## src/rtl/pipe_hazard_ctrl_pkg.sv

```systemverilog
// Shared types and constants for the pipeline hazard controller:
// forwarding-select encodings, sequencing states and the shadow-entry layout.
package pipe_hazard_ctrl_pkg;

  localparam logic [1:0] FWD_RF  = 2'b00;
  localparam logic [1:0] FWD_MEM = 2'b01;
  localparam logic [1:0] FWD_WB  = 2'b10;

  typedef enum logic [1:0] {
    ST_RUN   = 2'b00,
    ST_DRAIN = 2'b01,
    ST_HALT  = 2'b10
  } state_e;

  typedef struct packed {
    logic       valid;
    logic [4:0] rd;
    logic       reg_wen;
    logic       load;
    logic [4:0] rs1;
    logic [4:0] rs2;
    logic       use_rs1;
    logic       use_rs2;
  } shadow_t;

  localparam shadow_t SHADOW_INVALID = '0;

  // x0 is hard-wired to zero, so a write to it never creates a dependency.
  function automatic logic raw_match(input logic       valid,
                                     input logic       reg_wen,
                                     input logic [4:0] rd,
                                     input logic [4:0] rs,
                                     input logic       src_used);
    return valid & reg_wen & (rd != 5'd0) & (rd == rs) & src_used;
  endfunction

endpackage

```

## src/rtl/pipe_hazard_ctrl_if.sv

```systemverilog
// Control bundle between the pipeline datapath (master) and the hazard
// controller (slave): decoded ID fields in, stall/flush/forward controls out.
interface pipe_hazard_ctrl_if;
  logic       id_valid;
  logic [4:0] id_rs1;
  logic [4:0] id_rs2;
  logic       id_use_rs1;
  logic       id_use_rs2;
  logic [4:0] id_rd;
  logic       id_reg_wen;
  logic       id_mem_ren;
  logic       id_ebreak;
  logic       ex_redirect;
  logic       mem_busy;

  logic       stall_if;
  logic       stall_id;
  logic       flush_if;
  logic       bubble_ex;
  logic       freeze;
  logic       halt;
  logic [1:0] fwd_a_sel;
  logic [1:0] fwd_b_sel;

  modport master (
    output id_valid, id_rs1, id_rs2, id_use_rs1, id_use_rs2, id_rd,
           id_reg_wen, id_mem_ren, id_ebreak, ex_redirect, mem_busy,
    input  stall_if, stall_id, flush_if, bubble_ex, freeze, halt,
           fwd_a_sel, fwd_b_sel
  );

  modport slave (
    input  id_valid, id_rs1, id_rs2, id_use_rs1, id_use_rs2, id_rd,
           id_reg_wen, id_mem_ren, id_ebreak, ex_redirect, mem_busy,
    output stall_if, stall_id, flush_if, bubble_ex, freeze, halt,
           fwd_a_sel, fwd_b_sel
  );
endinterface

```

## src/rtl/pipe_hazard_ctrl_raw_cmp.sv

```systemverilog
// Read-after-write match of one source register against one shadow stage entry.
module hazard_raw_cmp
  import pipe_hazard_ctrl_pkg::*;
(
  input  logic       valid_i,
  input  logic       reg_wen_i,
  input  logic [4:0] rd_i,
  input  logic [4:0] rs_i,
  input  logic       use_i,
  output logic       match_o
);

  assign match_o = raw_match(valid_i, reg_wen_i, rd_i, rs_i, use_i);

endmodule

```

## src/rtl/pipe_hazard_ctrl.sv

```systemverilog
// Hazard and sequencing controller for the 5-stage RV32 pipeline: shadows the
// EX/MEM/WB control state and produces stall, flush, forwarding and halt.
module pipe_hazard_ctrl
  import pipe_hazard_ctrl_pkg::*;
#(
  parameter int unsigned DRAIN_CYCLES = 3,
  parameter bit          FWD_EN       = 1'b1
) (
  input  logic               clk,
  input  logic               rst,
  pipe_hazard_ctrl_if.slave  bus
);

  localparam int CNT_W = (DRAIN_CYCLES > 0) ? $clog2(DRAIN_CYCLES + 1) : 1;
  localparam logic [CNT_W-1:0] CNT_LOAD = CNT_W'(DRAIN_CYCLES);

  shadow_t          ex_q, mem_q, wb_q, ex_d;
  state_e           state_q, state_d;
  logic [CNT_W-1:0] cnt_q, cnt_d;

  logic [1:0][4:0] id_rs, ex_rs;
  logic [1:0]      id_use, ex_use;
  logic [1:0]      id_hit_ex, id_hit_mem, ex_hit_mem, ex_hit_wb;
  logic [1:0][1:0] fwd_sel;

  logic load_use, raw_stall, accept;
  logic stall_if, stall_id, flush_if, bubble_ex;

  assign id_rs  = {bus.id_rs2, bus.id_rs1};
  assign id_use = {bus.id_valid & bus.id_use_rs2, bus.id_valid & bus.id_use_rs1};
  assign ex_rs  = {ex_q.rs2, ex_q.rs1};
  assign ex_use = {ex_q.valid & ex_q.use_rs2, ex_q.valid & ex_q.use_rs1};

  // Index 0 is rs1 / operand A, index 1 is rs2 / operand B.
  for (genvar gi = 0; gi < 2; gi++) begin : g_src
    hazard_raw_cmp u_id_ex (
      .valid_i(ex_q.valid), .reg_wen_i(ex_q.reg_wen), .rd_i(ex_q.rd),
      .rs_i(id_rs[gi]), .use_i(id_use[gi]), .match_o(id_hit_ex[gi])
    );
    hazard_raw_cmp u_id_mem (
      .valid_i(mem_q.valid), .reg_wen_i(mem_q.reg_wen), .rd_i(mem_q.rd),
      .rs_i(id_rs[gi]), .use_i(id_use[gi]), .match_o(id_hit_mem[gi])
    );
    hazard_raw_cmp u_ex_mem (
      .valid_i(mem_q.valid), .reg_wen_i(mem_q.reg_wen), .rd_i(mem_q.rd),
      .rs_i(ex_rs[gi]), .use_i(ex_use[gi]), .match_o(ex_hit_mem[gi])
    );
    hazard_raw_cmp u_ex_wb (
      .valid_i(wb_q.valid), .reg_wen_i(wb_q.reg_wen), .rd_i(wb_q.rd),
      .rs_i(ex_rs[gi]), .use_i(ex_use[gi]), .match_o(ex_hit_wb[gi])
    );

    // A load still in MEM has no data yet; the newer MEM match still shadows WB.
    assign fwd_sel[gi] = (FWD_EN == 1'b0) ? FWD_RF :
                         ex_hit_mem[gi]   ? (mem_q.load ? FWD_RF : FWD_MEM) :
                         ex_hit_wb[gi]    ? FWD_WB : FWD_RF;
  end

  assign load_use  = (|id_hit_ex) & ex_q.load;
  assign raw_stall = (FWD_EN == 1'b1) ? load_use : ((|id_hit_ex) | (|id_hit_mem));

  always_comb begin
    state_d   = state_q;
    cnt_d     = cnt_q;
    accept    = 1'b0;
    stall_if  = 1'b0;
    stall_id  = 1'b0;
    flush_if  = 1'b0;
    bubble_ex = 1'b0;

    if (bus.mem_busy) begin
      stall_if = 1'b1;
      stall_id = 1'b1;
    end else begin
      unique case (state_q)
        ST_RUN: begin
          if (bus.ex_redirect) begin
            flush_if  = 1'b1;
            bubble_ex = 1'b1;
          end else if (raw_stall) begin
            stall_if  = 1'b1;
            stall_id  = 1'b1;
            bubble_ex = 1'b1;
          end else begin
            accept = bus.id_valid;
            if (accept && bus.id_ebreak) begin
              state_d = (DRAIN_CYCLES == 0) ? ST_HALT : ST_DRAIN;
              cnt_d   = CNT_LOAD;
            end
          end
        end
        ST_DRAIN: begin
          stall_if  = 1'b1;
          stall_id  = 1'b1;
          bubble_ex = 1'b1;
          cnt_d     = cnt_q - CNT_W'(1);
          if (cnt_q <= CNT_W'(1)) state_d = ST_HALT;
        end
        ST_HALT: begin
          stall_if  = 1'b1;
          stall_id  = 1'b1;
          bubble_ex = 1'b1;
        end
        default: state_d = ST_RUN;
      endcase
    end

    ex_d = SHADOW_INVALID;
    if (accept) begin
      ex_d.valid   = 1'b1;
      ex_d.rd      = bus.id_rd;
      ex_d.reg_wen = bus.id_reg_wen & ~bus.id_ebreak;
      ex_d.load    = bus.id_mem_ren;
      ex_d.rs1     = bus.id_rs1;
      ex_d.rs2     = bus.id_rs2;
      ex_d.use_rs1 = bus.id_use_rs1;
      ex_d.use_rs2 = bus.id_use_rs2;
    end
  end

  always_ff @(posedge clk) begin
    if (rst) begin
      ex_q    <= SHADOW_INVALID;
      mem_q   <= SHADOW_INVALID;
      wb_q    <= SHADOW_INVALID;
      state_q <= ST_RUN;
      cnt_q   <= '0;
    end else begin
      state_q <= state_d;
      cnt_q   <= cnt_d;
      if (!bus.mem_busy) begin
        ex_q  <= ex_d;
        mem_q <= ex_q;
        wb_q  <= mem_q;
      end
    end
  end

  // Source fields of the older stages are carried only to keep one entry layout.
  logic unused_shadow_bits;
  assign unused_shadow_bits = ^{mem_q.rs1, mem_q.rs2, mem_q.use_rs1, mem_q.use_rs2,
                                wb_q.load, wb_q.rs1, wb_q.rs2, wb_q.use_rs1, wb_q.use_rs2};

  assign bus.stall_if  = stall_if;
  assign bus.stall_id  = stall_id;
  assign bus.flush_if  = flush_if;
  assign bus.bubble_ex = bubble_ex;
  assign bus.freeze    = bus.mem_busy;
  assign bus.halt      = (state_q == ST_HALT);
  assign bus.fwd_a_sel = fwd_sel[0];
  assign bus.fwd_b_sel = fwd_sel[1];

endmodule

```

## src/flat_wrapper.sv

```systemverilog
// flat-port wrapper written by rule: the top's interface ports become plain ports
module pipe_hazard_ctrl_flat import pipe_hazard_ctrl_pkg::*;
#(
  parameter int unsigned DRAIN_CYCLES = 3,
  parameter bit          FWD_EN       = 1'b1
)
  (clk, rst, bus_id_valid, bus_id_rs1, bus_id_rs2, bus_id_use_rs1, bus_id_use_rs2, bus_id_rd, bus_id_reg_wen, bus_id_mem_ren, bus_id_ebreak, bus_ex_redirect, bus_mem_busy, bus_stall_if, bus_stall_id, bus_flush_if, bus_bubble_ex, bus_freeze, bus_halt, bus_fwd_a_sel, bus_fwd_b_sel);
  pipe_hazard_ctrl_if bus_i ();
  input  logic clk;
  input  logic rst;
  input wire logic [$bits(bus_i.id_valid)-1:0] bus_id_valid;
  input wire logic [$bits(bus_i.id_rs1)-1:0] bus_id_rs1;
  input wire logic [$bits(bus_i.id_rs2)-1:0] bus_id_rs2;
  input wire logic [$bits(bus_i.id_use_rs1)-1:0] bus_id_use_rs1;
  input wire logic [$bits(bus_i.id_use_rs2)-1:0] bus_id_use_rs2;
  input wire logic [$bits(bus_i.id_rd)-1:0] bus_id_rd;
  input wire logic [$bits(bus_i.id_reg_wen)-1:0] bus_id_reg_wen;
  input wire logic [$bits(bus_i.id_mem_ren)-1:0] bus_id_mem_ren;
  input wire logic [$bits(bus_i.id_ebreak)-1:0] bus_id_ebreak;
  input wire logic [$bits(bus_i.ex_redirect)-1:0] bus_ex_redirect;
  input wire logic [$bits(bus_i.mem_busy)-1:0] bus_mem_busy;
  output wire logic [$bits(bus_i.stall_if)-1:0] bus_stall_if;
  output wire logic [$bits(bus_i.stall_id)-1:0] bus_stall_id;
  output wire logic [$bits(bus_i.flush_if)-1:0] bus_flush_if;
  output wire logic [$bits(bus_i.bubble_ex)-1:0] bus_bubble_ex;
  output wire logic [$bits(bus_i.freeze)-1:0] bus_freeze;
  output wire logic [$bits(bus_i.halt)-1:0] bus_halt;
  output wire logic [$bits(bus_i.fwd_a_sel)-1:0] bus_fwd_a_sel;
  output wire logic [$bits(bus_i.fwd_b_sel)-1:0] bus_fwd_b_sel;
  assign bus_i.id_valid = bus_id_valid;
  assign bus_i.id_rs1 = bus_id_rs1;
  assign bus_i.id_rs2 = bus_id_rs2;
  assign bus_i.id_use_rs1 = bus_id_use_rs1;
  assign bus_i.id_use_rs2 = bus_id_use_rs2;
  assign bus_i.id_rd = bus_id_rd;
  assign bus_i.id_reg_wen = bus_id_reg_wen;
  assign bus_i.id_mem_ren = bus_id_mem_ren;
  assign bus_i.id_ebreak = bus_id_ebreak;
  assign bus_i.ex_redirect = bus_ex_redirect;
  assign bus_i.mem_busy = bus_mem_busy;
  assign bus_stall_if = bus_i.stall_if;
  assign bus_stall_id = bus_i.stall_id;
  assign bus_flush_if = bus_i.flush_if;
  assign bus_bubble_ex = bus_i.bubble_ex;
  assign bus_freeze = bus_i.freeze;
  assign bus_halt = bus_i.halt;
  assign bus_fwd_a_sel = bus_i.fwd_a_sel;
  assign bus_fwd_b_sel = bus_i.fwd_b_sel;
  pipe_hazard_ctrl #(.DRAIN_CYCLES(DRAIN_CYCLES), .FWD_EN(FWD_EN)) u_core (.clk(clk), .rst(rst), .bus(bus_i));
endmodule
```

## config.mk

```make
export PLATFORM = sky130hd
export DESIGN_NAME = pipe_hazard_ctrl_flat
export DESIGN_NICKNAME = d
export VERILOG_FILES = /design/src/rtl/pipe_hazard_ctrl_pkg.sv /design/src/rtl/pipe_hazard_ctrl_if.sv /design/src/rtl/pipe_hazard_ctrl_raw_cmp.sv /design/src/rtl/pipe_hazard_ctrl.sv /design/src/flat_wrapper.sv
export SDC_FILE = /design/constraint.sdc
export NUM_CORES = 1
export LEC_CHECK = 0
export BUFFER_PORTS_ARGS = -buffer_cell sky130_fd_sc_hd__buf_2
export CORE_MARGIN = 2
export CORE_UTILIZATION = 40
export DETAILED_ROUTE_END_ITERATION = 16
export GPL_TIMING_DRIVEN = 1
export HOLD_SLACK_MARGIN = 0.02
export PLACE_DENSITY = 0.68
export SLEW_MARGIN = 5
export SYNTH_ARGS = -nofsm -noshare
export SYNTH_HDL_FRONTEND = slang
export SYNTH_SLANG_ARGS = --single-unit
```

## constraint.sdc

```tcl
create_clock -name clk -period 3.8 [get_ports clk]
set_clock_uncertainty 0.2 [all_clocks]
set_input_delay 0.76 -clock clk [delete_from_list [all_inputs] [get_ports clk]]
set_output_delay 0.76 -clock clk [all_outputs]
set_load 0.05 [all_outputs]
```

==> summary.md <==
| Metric | Value |
|---|---|
| Status | `finished clean` |
| Maximum clock rate | `318.5 MHz` |
| Post-synthesis mux area share | `0.08020` |
| Hold buffer count at CTS | `0` |
| Final Cycle Share | `0.8261` |
| Cell Area, Synth | `1997 um^2` |
| Vias per cell | `5.169` |
| GR Util met1 | `0.2282` |
| Register bit total from synthesis | `39` |
| Iteration-0 DRC Markers | `70` |
| Initial antenna violation count | `0` |
| Die Ht | `74.66 um` |
| Largest net degree at the start of global routing | `25` |
| Final HPWL DP | `approximately 3200 um` |
| Post-synth top flop | `dfxtp_1` |
| Row count | `25` |
| Antenna viol nets, final | `0` |
| Vias in the first global route | `1426` |
| Hold Crit Class | `flop to flop` |
| Layout cell share with drive strength beyond 1 | `0.2350` |
| RePlAce Congestion | `0.8595` |
| Ys Warns | `0` |
| Nets | `about 270` |
| Filler cell count | `~470` |
| Synth top area cells | `dfxtp_1 39%, xnor2_1 11%, mux2i_1 8.0%` |
| Crit. End Element | `output pin` |
| Avg Cell Area, Syn | `9.886 um^2` |
| Clock Tree Buf Depth | `2` |
| VDD IR max | `0.2091 mV` |
| Post CTS Setup Buffer Count | `0` |
| Busiest layer in global routing | `met2` |
| Post-Synth Adder-Cell Area | `0.03133` |
| IO Pins | `35` |
| Cell variety after synth | `41` |
| Yosys top cell by area | `dfxtp_1` |
| 1st-pass router iterations | `4` |
| Critical Setup Path Class | `flop to output pin` |
| Dominant combinational cell family by area after synthesis | `compound AO/OA/AOI/OAI gates` |
| First-pass GRT wire length | `approximately 6900 um` |
| Final setup fails | `0` |
| Critical Path Start Type | `flop` |
| RSZ-0062 raised after global routing | `false` |
| Met3 Use GR | `0.02945` |
| XOR/XNOR Fraction of Synth Area | `0.1316` |
| Core Region | `4755 um^2` |
| Required @ worst endpoint | `between 2000 and 3000 ps` |
| Post-synth EDFFs | `0` |
| Total CTS buffers | `5` |
| Footprint of the multi-input gates | `1137 um^2` |
| M2 GR Usage | `0.2448` |
| Share of the synthesized area in the top cell type | `0.3910` |
| Max-Cap Viols | `0` |
| Max FO, Critical Path | `6` |
| Initial Utilization | `0.4200` |
| Simple-gate share of the synthesized area | `0.1441` |
| CTS HTree Levels | `2` |
| Slew headroom | `0.4458` |
| CP Data Arrival Time | `2180 ps` |
| Wire per inst | `about 14 um` |
| Cells after synthesis | `202` |
| Residual DRC | `0` |
| Leakage power | `0.9294 nW` |
| Full die area | `5573 um^2` |
| Fin. max-slew vios | `0` |
| DR vias | `1556` |
| Final wirelength | `4290 um` |
| PwrDens | `approximately 340 nW/um^2` |
| Total GRT Usage | `0.1631` |
| Post-CTS sizing | `0` |
| Clock transition at path regs | `70 ps` |
| CTS root buffer | `clkbuf_8` |
| Ant diodes | `0` |
| Clock latency on the worst-skew pair | `280 ps` |
| I/O Buffers | `34` |
| Die Span X | `74.66 um` |
| Synthesized Nets | `roughly 230` |
| Post-synth ARST share | `0` |
| Actual slew at the worst max-slew pin | `about 830 ps` |
| CTS tree | `done` |
| Final hold vios | `0` |
| Layout Utilization | `0.4800` |
| Area delta synth->final | `14.29%` |
| Setup TNS | `0 ps` |
| Synth Area in Compound Gates | `0.1798` |
| Minimum clock period | `3139 ps` |
| Seq/Total Area, Yosys | `0.3910` |
| Sequential Area | `780.7 um^2` |
| Power Total | `0.0007736 W` |
| GRT overflow | `0` |
| Clock sink count | `39` |
cell type report:
class,count,share of cell area
repair buffers,35,0.07785
clock buffers,6,0.03180
inverters,8,0.01316
multi-input cells,146,0.4984
flip-flops and latches,39,0.3421
well taps,67,0.03673
power by group:
group           total, W  internal, W  leakage, nW  switching [W]
Clock           0.000249     0.000122       0.0371       0.000127
Combinational  0.0000977    0.0000415        0.577      0.0000562
Sequential      0.000427     0.000417        0.316      0.0000101
cell usage in the layout (no fill, tap or decap), types with 2 or more instances in the layout:
cell and n:
inv_1 8, nor2b_1 2, a211oi_1 3, nand2b_1 3, nand4_2 2, nand3_1 4
nor4_1 2, nand4_1 4, xor2_1 4, a2111oi_0 2, xnor2_1 26, and2_1 3
dfxtp_1 39, buf_2 34, ha_1 5, a22o_1 10, nor2_1 19, or4_1 4
o211ai_1 2, mux2i_1 16, a21oi_1 7, a22o_2 8, clkbuf_8 5, nand2_1 7
cell usage after synthesis, types with 3 or more instances:
cell type,count
dfxtp_1,39
xnor2_1,26
nor2_1,19
mux2i_1,16
a22o_1,10
a22o_2,8
inv_1,8
a21oi_1,7
nand2_1,7
ha_1,5
nand3_1,4
nand4_1,4
or4_1,4
xor2_1,4
a211oi_1,3
and2_1,3
buf_2,3
nand2b_1,3
stage by stage:
stage | hold WS [ps] | worst slack, ps | cell area [um^2] | instances
5_1_grt | 304.0 | 455.1 | 2282 | 301
2_1_floorplan | 248.8 | 216.4 | 2002 | 202
4_1_cts | 286.8 | 654.3 | 2282 | 301
6_report | 287.3 | 660.8 | 2282 | 301
3_3_place_gp | 262.6 | 677.1 | 2210 | 295
3_5_place_dp | 268.8 | 670.7 | 2210 | 295
critical path, stage by stage, from the launching register on:
cell and delay [ps]:
dfxtp_1 490, nor3_1 110, a21oi_1 340, and2_0 340, nand2_1 130, o31ai_2 200
buf_2 300
state kept, by name, summed over array words and instances (netlist names):
signal	cells
u_core.ex_q	20
u_core.cnt_q	2
u_core.state_q	2
u_core.mem_q	8
u_core.wb_q	7
final timing paths:
kind | to | cells after the start | slack (ps) | startpoint
worst min register to register | u_core.ex_q[0] | 1 | 290 | u_core.ex_q[0]
worst max register to register | u_core.state_q[1] | 7 | 1600 | u_core.state_q[1]
worst max-delay path | bus_stall_id | 6 | 660 | u_core.ex_q[18]
worst min-delay path | u_core.ex_q[0] | 1 | 290 | u_core.ex_q[0]
layer usage:
layer / up-vias / share of wire
li1: 781 / -
met1: 739 / 0.51
met2: 30 / 0.44
met3: 6 / 0.033
met4: 0 / 0.017
met5: - / 0
kinds of logic after synthesis:
logic type,after synthesis
xor gates and xnor gates,30
DFF,39
AOI/OAI and AO/OA,41
and+or+nand+nor,54
adders and majority gates,5
buffers and inverters,17
muxes,16
Note: power is estimated with default switching activity, not from simulation.
